## config.mk

```make
export PLATFORM = sky130hd
export DESIGN_NAME = uart_frame_parser
export DESIGN_NICKNAME = d
export VERILOG_FILES = /design/src/rtl/uart_frame_parser_pkg.sv /design/src/rtl/uart_timeout_cnt.sv /design/src/rtl/uart_frame_parser.sv
export SDC_FILE = /design/constraint.sdc
export NUM_CORES = 1
export LEC_CHECK = 0
export ABC_AREA = 1
export BUFFER_PORTS_ARGS = -buffer_cell sky130_fd_sc_hd__buf_2
export CORE_MARGIN = 3
export CORE_UTILIZATION = 52
export CTS_CLUSTER_DIAMETER = 120
export DETAILED_ROUTE_END_ITERATION = 8
export GPL_ROUTABILITY_DRIVEN = 0
export PLACE_DENSITY_LB_ADDON = 0.1
export SYNTH_ARGS = -nofsm -noshare
export SYNTH_HDL_FRONTEND = slang
export SYNTH_HIERARCHICAL = 1
export SYNTH_SLANG_ARGS = --single-unit
```

## constraint.sdc

```tcl
create_clock -name clk -period 5.4 [get_ports clk]
set_clock_uncertainty 0.15 [all_clocks]
set_input_delay 1.08 -clock clk [delete_from_list [all_inputs] [get_ports clk]]
set_output_delay 1.08 -clock clk [all_outputs]
set_load 0.005 [all_outputs]
```

## src/rtl/uart_frame_parser_pkg.sv

```systemverilog
// Shared definitions for the UART frame parser: FSM state encodings, error codes,
// the default start-of-frame byte and the modular checksum helper.
package uart_frame_parser_pkg;

    localparam logic [1:0] HUNT    = 2'd0;
    localparam logic [1:0] LEN     = 2'd1;
    localparam logic [1:0] PAYLOAD = 2'd2;
    localparam logic [1:0] CSUM    = 2'd3;

    typedef logic [1:0] err_code_t;

    localparam err_code_t ERR_NONE = 2'b00;
    localparam err_code_t ERR_LEN  = 2'b01;
    localparam err_code_t ERR_CSUM = 2'b10;
    localparam err_code_t ERR_TMO  = 2'b11;

    localparam logic [7:0] DEFAULT_SOF = 8'hA5;

    // LEN, payload and CSUM bytes must sum to zero modulo 256.
    function automatic logic [7:0] csum_add(input logic [7:0] a, input logic [7:0] b);
        return a + b;
    endfunction

endpackage

```

## src/rtl/uart_timeout_cnt.sv

```systemverilog
// Inter-byte idle counter: counts enabled cycles and pulses expired combinationally
// on the TIMEOUT-th consecutive enabled cycle since the last clear.
module uart_timeout_cnt #(
    parameter int TIMEOUT = 50000
) (
    input  logic clk,
    input  logic reset_n,
    input  logic clr,
    input  logic en,
    output logic expired
);

    localparam int W = $clog2(TIMEOUT + 1);
    localparam logic [W-1:0] LIMIT = W'(TIMEOUT - 1);

    logic [W-1:0] count_reg;

    assign expired = en && (count_reg == LIMIT);

    always_ff @(posedge clk or negedge reset_n) begin
        if (!reset_n) begin
            count_reg <= '0;
        end else if (clr || expired) begin
            count_reg <= '0;
        end else if (en) begin
            count_reg <= count_reg + W'(1);
        end
    end

endmodule

```

## src/rtl/uart_frame_parser.sv

```systemverilog
// Pops bytes from the rx FIFO, hunts for SOF, validates LEN and checksum and streams
// payload bytes on a valid/ready port with per-frame ok/err pulses.
module uart_frame_parser
    import uart_frame_parser_pkg::*;
#(
    parameter int         DBIT    = 8,
    parameter logic [7:0] SOF     = DEFAULT_SOF,
    parameter int         MAX_LEN = 64,
    parameter int         TIMEOUT = 50000
) (
    input  logic            clk,
    input  logic            reset_n,
    input  logic            rx_empty,
    input  logic [DBIT-1:0] r_data,
    output logic            rd_uart,
    output logic [DBIT-1:0] pl_data,
    output logic            pl_valid,
    input  logic            pl_ready,
    output logic            pl_last,
    output logic            frame_ok,
    output logic            frame_err,
    output logic [1:0]      err_code,
    output logic [7:0]      drop_cnt
);

    localparam logic [7:0] MAX_LEN_B = 8'(MAX_LEN);

    logic [1:0]      state_reg;
    logic [7:0]      acc_reg;
    logic [7:0]      cnt_reg;
    logic [DBIT-1:0] pl_data_reg;
    logic            pl_valid_reg;
    logic            pl_last_reg;
    logic            frame_ok_reg;
    logic            frame_err_reg;
    err_code_t       err_code_reg;
    logic [7:0]      drop_cnt_reg;

    logic       pl_free;
    logic       in_frame;
    logic       tmo_en;
    logic       tmo_clr;
    logic       tmo_expired;
    logic [7:0] rx_byte;
    logic       len_bad;
    logic       csum_good;

    assign rx_byte   = r_data[7:0];
    assign pl_free   = !pl_valid_reg || pl_ready;
    assign in_frame  = (state_reg != HUNT);
    assign len_bad   = (rx_byte == 8'h00) || (rx_byte > MAX_LEN_B);
    assign csum_good = (csum_add(acc_reg, rx_byte) == 8'h00);

    // Payload and checksum pops wait for the output register, so the verdict never
    // overtakes the last payload byte.
    always_comb begin
        rd_uart = 1'b0;
        case (state_reg)
            HUNT, LEN:     rd_uart = !rx_empty;
            PAYLOAD, CSUM: rd_uart = !rx_empty && pl_free;
            default:       rd_uart = 1'b0;
        endcase
    end

    // Only starvation counts; backpressure with data waiting does not.
    assign tmo_en  = in_frame && rx_empty;
    assign tmo_clr = rd_uart || !in_frame;

    uart_timeout_cnt #(
        .TIMEOUT(TIMEOUT)
    ) u_timeout (
        .clk    (clk),
        .reset_n(reset_n),
        .clr    (tmo_clr),
        .en     (tmo_en),
        .expired(tmo_expired)
    );

    always_ff @(posedge clk or negedge reset_n) begin
        if (!reset_n) begin
            state_reg     <= HUNT;
            acc_reg       <= 8'h00;
            cnt_reg       <= 8'h00;
            pl_data_reg   <= '0;
            pl_valid_reg  <= 1'b0;
            pl_last_reg   <= 1'b0;
            frame_ok_reg  <= 1'b0;
            frame_err_reg <= 1'b0;
            err_code_reg  <= ERR_NONE;
            drop_cnt_reg  <= 8'h00;
        end else begin
            frame_ok_reg  <= 1'b0;
            frame_err_reg <= 1'b0;
            if (pl_valid_reg && pl_ready) begin
                pl_valid_reg <= 1'b0;
                pl_last_reg  <= 1'b0;
            end
            case (state_reg)
                HUNT: begin
                    if (rd_uart) begin
                        if (rx_byte == SOF) begin
                            state_reg <= LEN;
                        end else if (drop_cnt_reg != 8'hFF) begin
                            drop_cnt_reg <= drop_cnt_reg + 8'd1;
                        end
                    end
                end
                LEN: begin
                    if (tmo_expired) begin
                        frame_err_reg <= 1'b1;
                        err_code_reg  <= ERR_TMO;
                        state_reg     <= HUNT;
                    end else if (rd_uart) begin
                        acc_reg <= rx_byte;
                        cnt_reg <= rx_byte;
                        if (len_bad) begin
                            frame_err_reg <= 1'b1;
                            err_code_reg  <= ERR_LEN;
                            state_reg     <= HUNT;
                        end else begin
                            state_reg <= PAYLOAD;
                        end
                    end
                end
                PAYLOAD: begin
                    if (tmo_expired) begin
                        frame_err_reg <= 1'b1;
                        err_code_reg  <= ERR_TMO;
                        state_reg     <= HUNT;
                    end else if (rd_uart) begin
                        pl_data_reg  <= r_data;
                        pl_valid_reg <= 1'b1;
                        pl_last_reg  <= (cnt_reg == 8'd1);
                        acc_reg      <= csum_add(acc_reg, rx_byte);
                        cnt_reg      <= cnt_reg - 8'd1;
                        if (cnt_reg == 8'd1) begin
                            state_reg <= CSUM;
                        end
                    end
                end
                CSUM: begin
                    if (tmo_expired) begin
                        frame_err_reg <= 1'b1;
                        err_code_reg  <= ERR_TMO;
                        state_reg     <= HUNT;
                    end else if (rd_uart) begin
                        if (csum_good) begin
                            frame_ok_reg <= 1'b1;
                        end else begin
                            frame_err_reg <= 1'b1;
                            err_code_reg  <= ERR_CSUM;
                        end
                        state_reg <= HUNT;
                    end
                end
                default: state_reg <= HUNT;
            endcase
        end
    end

    assign pl_data   = pl_data_reg;
    assign pl_valid  = pl_valid_reg;
    assign pl_last   = pl_last_reg;
    assign frame_ok  = frame_ok_reg;
    assign frame_err = frame_err_reg;
    assign err_code  = err_code_reg;
    assign drop_cnt  = drop_cnt_reg;

endmodule

```

Word-level counts from Yosys, hierarchy flattened

Index checks and enable logic that the tools add are counted.

Logic and storage cells: 113
Bits of input ports: 12
Output and inout port bits: 23
Flip-flop bits (word level): 56

Muxes and demuxes: 50
Add/subtract/negate cells: 4
$lt $le $gt $ge: 1
Bitwise gates (word level): 2
Equality and inequality tests: 20
Reductions and logical operators: 25

Operator list:

| kind                    | count |
|---|---|
| $mux W8                 | 6 |
| $mux W2                 | 17 |
| $mux W16                | 2 |
| $pmux W8 S2             | 2 |
| $mux W1                 | 19 |
| $ne A3 B2 Y1 const B    | 6 |
| $add A16 B1 Y16 const B | 1 |
| $eq A16 B16 Y1 const B  | 1 |
| $logic_not A8 Y1        | 2 |
| $ne A2 B2 Y1 const B    | 6 |
| $reduce_and A6 Y1       | 2 |
| $add A8 B1 Y8 const B   | 1 |
| $add A8 B8 Y8           | 1 |
| $eq A8 B1 Y1 const B    | 1 |
| $eq A8 B8 Y1 const B    | 1 |
| $gt A8 B7 Y1 const B    | 1 |
| $ne A8 B8 Y1 const B    | 1 |
| $pmux W2 S4             | 1 |
| $sub A8 B1 Y8 const B   | 1 |
| $pmux W2 S3             | 1 |
| $reduce_bool A2 Y1      | 3 |
| $reduce_and A5 Y1       | 1 |
| $eq A2 B2 Y1 const B    | 2 |
| $logic_and A1 B1 Y1     | 4 |
| other kinds (12)        | 19 |

Logic depth before layout (Yosys ltp)

Gate-level depths: netlist (run 1).

Word-level depth: 7
Depth in mapped cells: 15
Mapped depth without buffers: 15

Cells and area by module

The synthesis (run 1) kept the hierarchy.

Modules (own cells, without submodules):

| module            | instances | sequential area each (µm²) | cells each | area an instance (µm²) |
|---|---|---|---|---|
| uart_frame_parser | 1         | 1,001.0                    | 319        | 2,469.9 |
| uart_timeout_cnt  | 1         | 400.4                      | 151        | 1,071.0 |

Worst setup path after synthesis (run 1)

OpenSTA, ideal clock, no wires.

Path kind: input port to flip-flop
From: input r_data[0]
To: register err_code_reg[1] (netlist: err_code[1])
Stages on the path: 14
Arrival time: 2,433 ps
Data required time: 5,185 ps
Library setup time: 65 ps
Setup slack: 2,752 ps
Buffers on the path: 0
Cell sequence: ha_1 -> inv_1 -> fa_1 -> inv_1 -> nand2_1 -> nand2_1 -> nand3_1 -> nand2_1 -> nand3_1 -> nor2_1 -> nand3_1 -> nand2_1 -> nand2_1 -> nand2_1

Word-level cells in the longest chain between the ends: 4
Elaborated cells on any way between the ends: 8
Classes of those cells: add/sub (1); order compare (1); eq/ne (2); reduce/logical (4)

RTL lines:

| item                                                          | RTL line                                         | source |
|---|---|---|
| from (decl)                                                   | uart_frame_parser.sv:14                          | `input logic [DBIT-1:0] r_data,` |
| $add A8 B8 Y8 (tied with other cells)                         | uart_frame_parser_pkg.sv:21                      | `return a + b;` |
| $logic_not A8 Y1 / $logic_or A1 B1 Y1 (equally long branches) | uart_frame_parser.sv:52, uart_frame_parser.sv:51 |  |
| $ne A3 B2 Y1 (no source line)                                 | n/a                                              |  |
| $reduce_and A6 Y1 (no source line) (*)                        | n/a                                              |  |
| to (signal assigned)                                          | uart_frame_parser.sv:89                          | `err_code_reg <= ERR_NONE;` |
| to (signal assigned)                                          | uart_frame_parser.sv:111                         | `err_code_reg <= ERR_TMO;` |
| to (signal assigned)                                          | uart_frame_parser.sv:118                         | `err_code_reg <= ERR_LEN;` |
| to (decl)                                                     | uart_frame_parser.sv:36                          | `err_code_t err_code_reg;` |

Every way passes the cells marked *; elsewhere a longest branch is shown, timed or not.
A chain may end at the register's enable or synchronous reset.

Worst setup path after layout (run 1)

From: input pl_ready
To: output rd_uart

Word-level cells in the longest chain between the ends: 3

RTL lines:

| item                | RTL line                | source |
|---|---|---|
| from (decl)         | uart_frame_parser.sv:18 | `input logic pl_ready,` |
| $logic_or A1 B1 Y1  | uart_frame_parser.sv:49 | `assign pl_free = !pl_valid_reg \|\| pl_ready;` |
| $logic_and A1 B1 Y1 | uart_frame_parser.sv:60 | `PAYLOAD, CSUM: rd_uart = !rx_empty && pl_free;` |
| $pmux W1 S2         | uart_frame_parser.sv:58 | `case (state_reg)` |
| to (decl)           | uart_frame_parser.sv:15 | `output logic rd_uart,` |

No other way between the ends.

==> results of run 1 <==
## cell usage after synthesis, types with 2 or more instances
cell type,count,area share (%)
buf_4,2,0.42
o21ai_0,17,2.4
nor2_4,4,1.3
buf_6,2,0.64
nand2_1,129,14
inv_1,69,7.3
a31oi_1,3,0.53
xnor2_1,6,1.5
nor4_1,2,0.35
nor3_1,3,0.42
inv_2,4,0.42
nand3_1,31,4.4
buf_2,2,0.28
nand2_4,2,0.64
ha_1,11,3.9
dfrtp_1,56,40
a21oi_4,2,0.92
a21oi_1,10,1.4
nor2_1,55,5.8
xor2_1,11,2.7
o21ai_2,6,1.5
a21oi_2,4,0.99
nor2_2,12,2.1
nand2_2,5,0.88
a22oi_1,3,0.64
a22oi_2,2,0.71
nand4_1,5,0.88
## layout by cell type (no fill, tap or decap), types with 2 or more instances in the layout
cell	instances
dfrtp_1	56
nand4_1	5
xnor2_1	6
a21oi_1	10
nand2_4	2
nand2_1	129
nor2_4	4
inv_2	4
nand2_2	5
a22oi_1	3
nor2_2	12
a21oi_4	2
nand3_1	31
o21ai_0	17
ha_1	11
a21oi_2	4
o21ai_2	6
buf_2	34
clkbuf_8	5
nor3_1	3
a31oi_1	3
xor2_1	11
buf_4	2
inv_1	69
nor4_1	2
nor2_1	55
a22oi_2	2
## path summary, 6_finish.rpt
path / start / end / slack, ns / cells past startpoint
setup / recovery: pl_ready / rd_uart / 2.43 / 6
hold / removal: pl_data[3] / pl_data[3] / 0.33 / 2
setup reg to reg: state_reg[1] / acc_reg[2] / 2.60 / 13
hold reg to reg: pl_data[3] / pl_data[3] / 0.33 / 2
max in group asynchronous: reset_n / drop_cnt[5] / 3.90 / 2
min in group asynchronous: reset_n / pl_data[0] / 0.73 / 2
## logic make-up (layout without fill, tap and decap cells)
| family | Yosys count | count (layout) | synth area share, % |
|---|---|---|---|
| AO/OA/AOI/OAI | 48 | 48 | 9.26 |
| XOR/XNOR | 17 | 17 | 4.20 |
| adder cells (fa/ha/maj) | 12 | 12 | 4.45 |
| buffers and inverters | 81 | 118 | 9.82 |
| flip-flops | 56 | 56 | 39.6 |
| multiplexers | 1 | 1 | 0.283 |
| AND/OR/NAND/NOR | 255 | 255 | 32.4 |
## tightest hold or removal path, stage by stage (launching register included)
cell and delay [ns]:
dfrtp_1 0.36, nand2_1 0.05, nand2_1 0.04
## stage by stage
stage	total power, uW	hold slack, ns	cells	setup WS, ns
6_report	1700	0.330	584	2.43
5_1_grt	1870	0.359	584	2.29
4_1_cts	1720	0.332	584	2.43
3_5_place_dp	1420	0.304	576	2.18
3_3_place_gp	1390	0.302	576	2.28
2_1_floorplan	1230	0.315	470	2.75
## cell type report
class / instances / area, um2
clock buffer: 5 / 68.8
clock inverter: 3 / 50.0
fill: 638 / 2580
sequential: 56 / 1400
tap: 77 / 96.3
inverter: 74 / 280
multi-input combinational: 333 / 1790
timing repair buffer: 36 / 185
## layer usage
metal / share of wire, % / up-vias / GRT usage (%)
li1: - / 1537 / -
met1: 50 / 1317 / 31.8
met2: 44 / 65 / 32.0
met3: 5.0 / 8 / 3.07
met4: 1.2 / 0 / 5.77
met5: 0 / - / 0
## power by group
group	total, uW	leakage (uW)	switching (uW)	internal [uW]
logic	771	0.00120	482	289
registers	639	0.000708	89.7	549
clock network	295	0.0000607	152	143
total	1700	0.00197	723	982
==> out/results.ini, run 1 <==
[floorplanning]
dieWidth_um = 88.5
die_h_um = 88.5
die-area_mm2 = 0.00784
ioPinCount = 35
initial_core_util_pct = 54.8
core_mm2 = 0.00646
num_rows = 29

[grt]
antenna_found_initial = 0
grt_overflow = 0
grt_pass1_vias = 2778
track_usage_pct = 21.1
grt_max_degree = 57
grt_first_pass_wirelength_mm = 12.9

[synth]
ys_warn_count = 6
syn_inst = 470
synth_edf_count = 0
ys_types = 39
synth_nets = 494
avgSynthCellArea_um2 = 7.53
yosysSeqAreaShare_pct = 39.6
async_reset_ff_share_pct = 100
yosys_register_bits = 56
synthFlopType = dfrtp_1
syn_area_mm2 = 0.00354

[clock_tree]
cts_tree = yes
cts_setup_buffers = 0
clkTransAtPathRegs_ns = 0.11
cts_root_buf = clkbuf_8
cts_sinks = 56
htreeDepth = 2
post_cts_resized = 0
numCtsBuffers = 5
clk_latency_ns = 0.32
cts_max_path_buffers = 2
cts_hold_buf = 0

[timing]
setup_viol = 0
fin_crit_sh_pct = 55.0
grt_setup_unrepaired = false
drv_slew = 0
max_slew.worst_pin.slew_ns = 0.708
finalHoldViolations = 0
maxSlewHeadroom_pct = 52.8
tns_ns = 0
period_needed_ns = 2.97
fmax_mhz = 337

[pwr]
power.leakage_uw = 0.00197
power_density_mw_per_mm2 = 440
irDropWorstVdd_uv = 235

[routing]
dr.pass1.iters = 4
drc = 0
drt_iter0_markers = 202
via_count = 2927
ant_nets = 0
wl_per_cell_um = 12.7
vias_per_cell = 5.01
routed_wl_mm = 7.41

[setup_path]
worstPathCellList = buf_2, nor2_1, nand2_1, nand2_2, inv_1, buf_2
cpMostUsedCell = buf_2
worstPathArrival_ns = 1.74
crit_path_start_kind = input pin
path_buf_inv = 3
critPathKind = input pin to output pin
crit_path_max_fanout = 7
required_ns = 4.17
cpPeakStageDelay_ns = 0.16
setup.worst_path.end_class = output pin
cpLargestDelayFamily = buffers and inverters
cpMaxStageDelayCell = nand2_2

[cells_and_area]
num_antenna_cells = 0
drive_above_1_share_pct = 17.8
largest_reg_flops = 16
design_area_mm2 = 0.00387
utilization_pct = 60.0
syn2layout_area_growth_pct = 9.40
nNetsFinal = 530

[placed_design]
dpl.hpwl_mm = 5.62
io_buffers = 34
placed_area_mm2 = 0.00375

[worst_hold_path]
min_path_type = flop to flop

[job]
cap_viol_max_count = 0

[outcome]
status = completed

(Power assumes the default switching activity.)
==> inputs of run 2 (changes only) <==
Clock period 5.4 ns to 2.69 ns, I/O delays scaled along.
==> run 2 against run 1 <==
Total power increased by 96%. Final cell count increased by 0.17%. Sequential cell count unchanged. Via count increased by 1.3%. Core utilization decreased by 0.21 points. Critical endpoint is now acc_reg[0]. Final area decreased by 0.36%. Die area unchanged. Largest power group unchanged. Combinational power increased by 100%. Setup slack got worse by 2.2 ns. Wire length increased by 2.7%. Hold slack got worse by 0.15 ns. Sequential share of layout area increased by 0.13 points.
==> out/results.ini, run 2 (same netlist as run 1, synthesis figures left out) <==
[outcome]
status = completed

[clock_tree]
cts_setup_buffers = 0
cts_max_path_buffers = 2
clk_latency_ns = 0.31
htreeDepth = 2
cts_hold_buf = 0
cts_tree = yes
numCtsBuffers = 5
cts_sinks = 56
post_cts_resized = 0
cts_root_buf = clkbuf_8
clkTransAtPathRegs_ns = 0.11

[grt]
antenna_found_initial = 0
grt_pass1_vias = 2745
grt_overflow = 0
grt_first_pass_wirelength_mm = 13.1
track_usage_pct = 21.2
grt_max_degree = 57

[routing]
dr.pass1.iters = 4
drt_iter0_markers = 197
drc = 0
vias_per_cell = 5.07
ant_nets = 0
wl_per_cell_um = 13.0
via_count = 2964
routed_wl_mm = 7.61

[cells_and_area]
final_cells = 585
drive_above_1_share_pct = 17.9
syn2layout_area_growth_pct = 9.01
design_area_mm2 = 0.00386
multi_input_area_mm2 = 0.00179
regArea_mm2 = 0.00140
fill_cells = 630
num_antenna_cells = 0
final_cell_mix = nand2_1 (129), inv_1 (69), dfrtp_1 (56)
layout_commonest_cell = nand2_1
nNetsFinal = 531
largest_reg_flops = 16

[setup_path]
rrSetupSlack_ns = 0.23
crit_start = u_timeout/count_reg[0]
worstRegToRegCells = 13
cpMostUsedCell = inv_1
crit_path_max_fanout = 17
cpMaxStageDelayCell = dfrtp_1
cpPeakStageDelay_ns = 0.43
setup.worst_path.end_class = flop
worstPathArrival_ns = 2.55
critPathKind = flop to flop
crit_path_start_kind = flop
worstReg2RegStart = u_timeout/count_reg[0]
worstPathCellList = ha_1, nand2_1, inv_1, nand3_1, nand3b_4, inv_1, inv_1, nand2_1, o21ai_2, nand2_2, inv_4, nor2_1, a31oi_1
required_ns = 2.78
endpoint = acc_reg[0]
reg2reg_to = acc_reg[0]

[floorplanning]
core_mm2 = 0.00646
die_h_um = 88.5
dieWidth_um = 88.5
ioPinCount = 35
initial_core_util_pct = 54.8
num_rows = 29
die-area_mm2 = 0.00784

[timing]
grt_setup_unrepaired = false
tns_ns = 0
period_needed_ns = 2.46
finalHoldViolations = 0
fmax_mhz = 407
setup_viol = 0
maxSlewHeadroom_pct = 53.3
fin_crit_sh_pct = 91.3
drv_slew = 0
max_slew.worst_pin.slew_ns = 0.701

[placed_design]
io_buffers = 34
placed_area_mm2 = 0.00376
dp.cells = 577
dpl.hpwl_mm = 5.83

[job]
cap_viol_max_count = 0

[worst_hold_path]
min_path_type = input pin to asynchronous set/reset pin

[pwr]
power.leakage_uw = 0.00196
power_density_mw_per_mm2 = 866
irDropWorstVdd_uv = 454

-- run 2: through the flow --
stage	worst slack, ns	hold slack (ns)	util [%]	total power [uW]
finish	0.233	0.176	59.8	3340
global route	0.00515	0.260	59.8	3660
CTS	0.231	0.228	59.8	3360
detailed placement	0.138	0.304	58.3	2860
global placement	0.173	0.298	58.3	2810
floorplan	0.566	0.0924	-	2460
-- run 2: power by group --
| part | switching (uW) | internal (uW) | leakage [uW] |
|---|---|---|---|
| Combinational | 974 | 590 | 0.00121 |
| Sequential | 181 | 1100 | 0.000708 |
| Clock | 287 | 209 | 0.0000434 |
| Total | 1440 | 1900 | 0.00196 |
-- run 2: worst max-delay path: cells and delay by family, from the launching register on --
kind                     cells  cell delay, ns
AO/OA/AOI/OAI                2            0.28
AND/OR/NAND/NOR              6            0.78
adder cells (fa/ha/maj)      1            0.23
buffers and inverters        4            0.54
flip-flops                   1            0.43
-- run 2: cell type report --
cell class                      instances  area share [%]
Clock buffer                            6            2.14
Multi-Input combinational cell        333            46.4
Sequential cell                        56            36.3
Clock inverter                          2           0.389
Inverter                               74            7.26
Tap cell                               77            2.50
Timing Repair Buffer                   37            4.99
-- run 2: metal layers --
metal	up-vias	track usage, %	wire length (um)
li1	1542	-	-
met1	1363	33.3	4030
met2	52	31.5	3250
met3	7	2.51	286
met4	0	4.53	47
met5	-	0	0
-- run 2: worst min-delay path by stage --
stage	endpoint	slack (ns)	depth (start not counted)
floorplan	acc_reg[0]	0.09	0
global placement	pl_data[4]	0.30	2
detailed placement	pl_data[4]	0.30	2
CTS	pl_data[6]	0.23	2
global route	pl_data[3]	0.26	2
finish	pl_data[6]	0.18	2
==> inputs of run 3 (changes only) <==
==> constraint.sdc (replaced) <==
create_clock -name clk -period 2.69 [get_ports clk]
set_clock_uncertainty 0.15 [all_clocks]
set_input_delay 0.1345 -clock clk [delete_from_list [all_inputs] [get_ports clk]]
set_output_delay 0.1345 -clock clk [all_outputs]
set_load 0.005 [all_outputs]
==> run 3 against run 2 <==
Die area unchanged. Combinational power is essentially flat. Wire length up 0.53%. Clock-buffer cell count shrank 1. Final area grew 2.8%. Critical path depth did not move.
==> out/results.ini, run 3 (same netlist as run 1, synthesis figures left out) <==
[outcome]
status = completed

[grt]
track_usage_pct = 21.2
grt_max_degree = 57
grt_first_pass_wirelength_mm = 13.0
grt_overflow = 0
antenna_found_initial = 0
grt_pass1_vias = 2783

[routing]
via_count = 2997
vias_per_cell = 5.08
drc = 0
ant_nets = 0
wl_per_cell_um = 13.0
drt_iter0_markers = 125
routed_wl_mm = 7.65
dr.pass1.iters = 4

[timing]
tns_ns = 0
maxSlewHeadroom_pct = 71.8
finalHoldViolations = 0
drv_slew = 0
max_slew.worst_pin.slew_ns = 0.422
fin_crit_sh_pct = 91.4
fmax_mhz = 407
period_needed_ns = 2.46
grt_setup_unrepaired = false
setup_viol = 0

[worst_hold_path]
min_path_type = input pin to flop

[cells_and_area]
final_cell_mix = nand2_1 (129), inv_1 (69), dfrtp_1 (56)
syn2layout_area_growth_pct = 12.0
layout_commonest_cell = nand2_1
drive_above_1_share_pct = 17.5
design_area_mm2 = 0.00397
utilization_pct = 61.4
largest_reg_flops = 16
nNetsFinal = 537
num_antenna_cells = 0

[clock_tree]
cts_sinks = 56
numCtsBuffers = 5
cts_tree = yes
clk_latency_ns = 0.31
cts_root_buf = clkbuf_8
clkTransAtPathRegs_ns = 0.10
htreeDepth = 2
cts_max_path_buffers = 2

[floorplanning]
num_rows = 29
die-area_mm2 = 0.00784
dieWidth_um = 88.5
initial_core_util_pct = 54.8
ioPinCount = 35
core_mm2 = 0.00646
die_h_um = 88.5

[setup_path]
setup.worst_path.end_class = flop
crit_path_max_fanout = 17
worstPathArrival_ns = 2.54
critPathKind = flop to flop
required_ns = 2.77
crit_path_start_kind = flop

[placed_design]
placed_area_mm2 = 0.00377
io_buffers = 34
dpl.hpwl_mm = 5.78

[pwr]
irDropWorstVdd_uv = 509
power_density_mw_per_mm2 = 881
power.leakage_uw = 0.00201
power_uw = 3490

[job]
cap_viol_max_count = 0

-- run 3: area by class of cell --
| class | count | area [um2] |
|---|---|---|
| clock buffers | 5 | 68.8 |
| flip-flops and latches | 56 | 1400 |
| well taps | 77 | 96.3 |
| clock inverters | 2 | 60.1 |
| fillers | 592 | 2490 |
| multi-input cells | 333 | 1790 |
| repair buffers | 43 | 265 |
| inverters | 74 | 283 |
-- run 3: repair_timing --
action | 4_1_cts | 5_1_grt
resized for setup | 0 | 1
hold buffers | 6 | 0
buffers inserted | 0 | 0
hold endpoints to repair | 64 | 0
endpoints found under the setup margin | 0 | 3
-- run 3: layer usage --
metal,up-vias,wire (um),GRT usage (%)
li1,1552,-,-
met4,0,63,5.36
met1,1383,3920,32.2
met3,5,340,3.26
met2,57,3330,31.6
met5,-,0,0
-- run 3: power by group --
group | internal (uW) | switching (uW)
Sequential | 1100 | 180
Combinational | 600 | 972
Clock | 367 | 271
-- run 3: path summary, 6_finish.rpt --
kind / from / to / slack, ns / depth (start not counted)
worst min register to register: pl_data[4] / pl_data[4] / 0.32 / 2
worst max register to register: u_timeout/count_reg[0] / acc_reg[5] / 0.23 / 13
worst max-delay path: u_timeout/count_reg[0] / acc_reg[5] / 0.23 / 13
min in group asynchronous: reset_n / pl_data[6] / 0.20 / 3
worst min-delay path: r_data[6] / pl_data[6] / 0.01 / 3
max in group asynchronous: reset_n / u_timeout/count_reg[1] / 1.94 / 3
-- run 3: critical path: stages (launching register included) --
cell,delay (ns)
dfrtp_1,0.43
ha_1,0.22
nand2_1,0.08
inv_1,0.05
nand3_1,0.09
nand3b_4,0.16
inv_1,0.06
inv_1,0.20
nand2_1,0.14
o21ai_2,0.13
nand2_2,0.23
inv_6,0.21
nor2_1,0.06
a21oi_1,0.14
-- run 3: per-stage QoR --
stage | hold slack [ns] | instances | worst slack, ns
floorplan | -0.311 | 470 | 0.566
global placement | 0.00796 | 577 | 0.379
detailed placement | 0.0118 | 577 | 0.289
CTS | 0.0117 | 590 | 0.199
global route | 0.0265 | 590 | 0.00135
finish | 0.0115 | 590 | 0.231
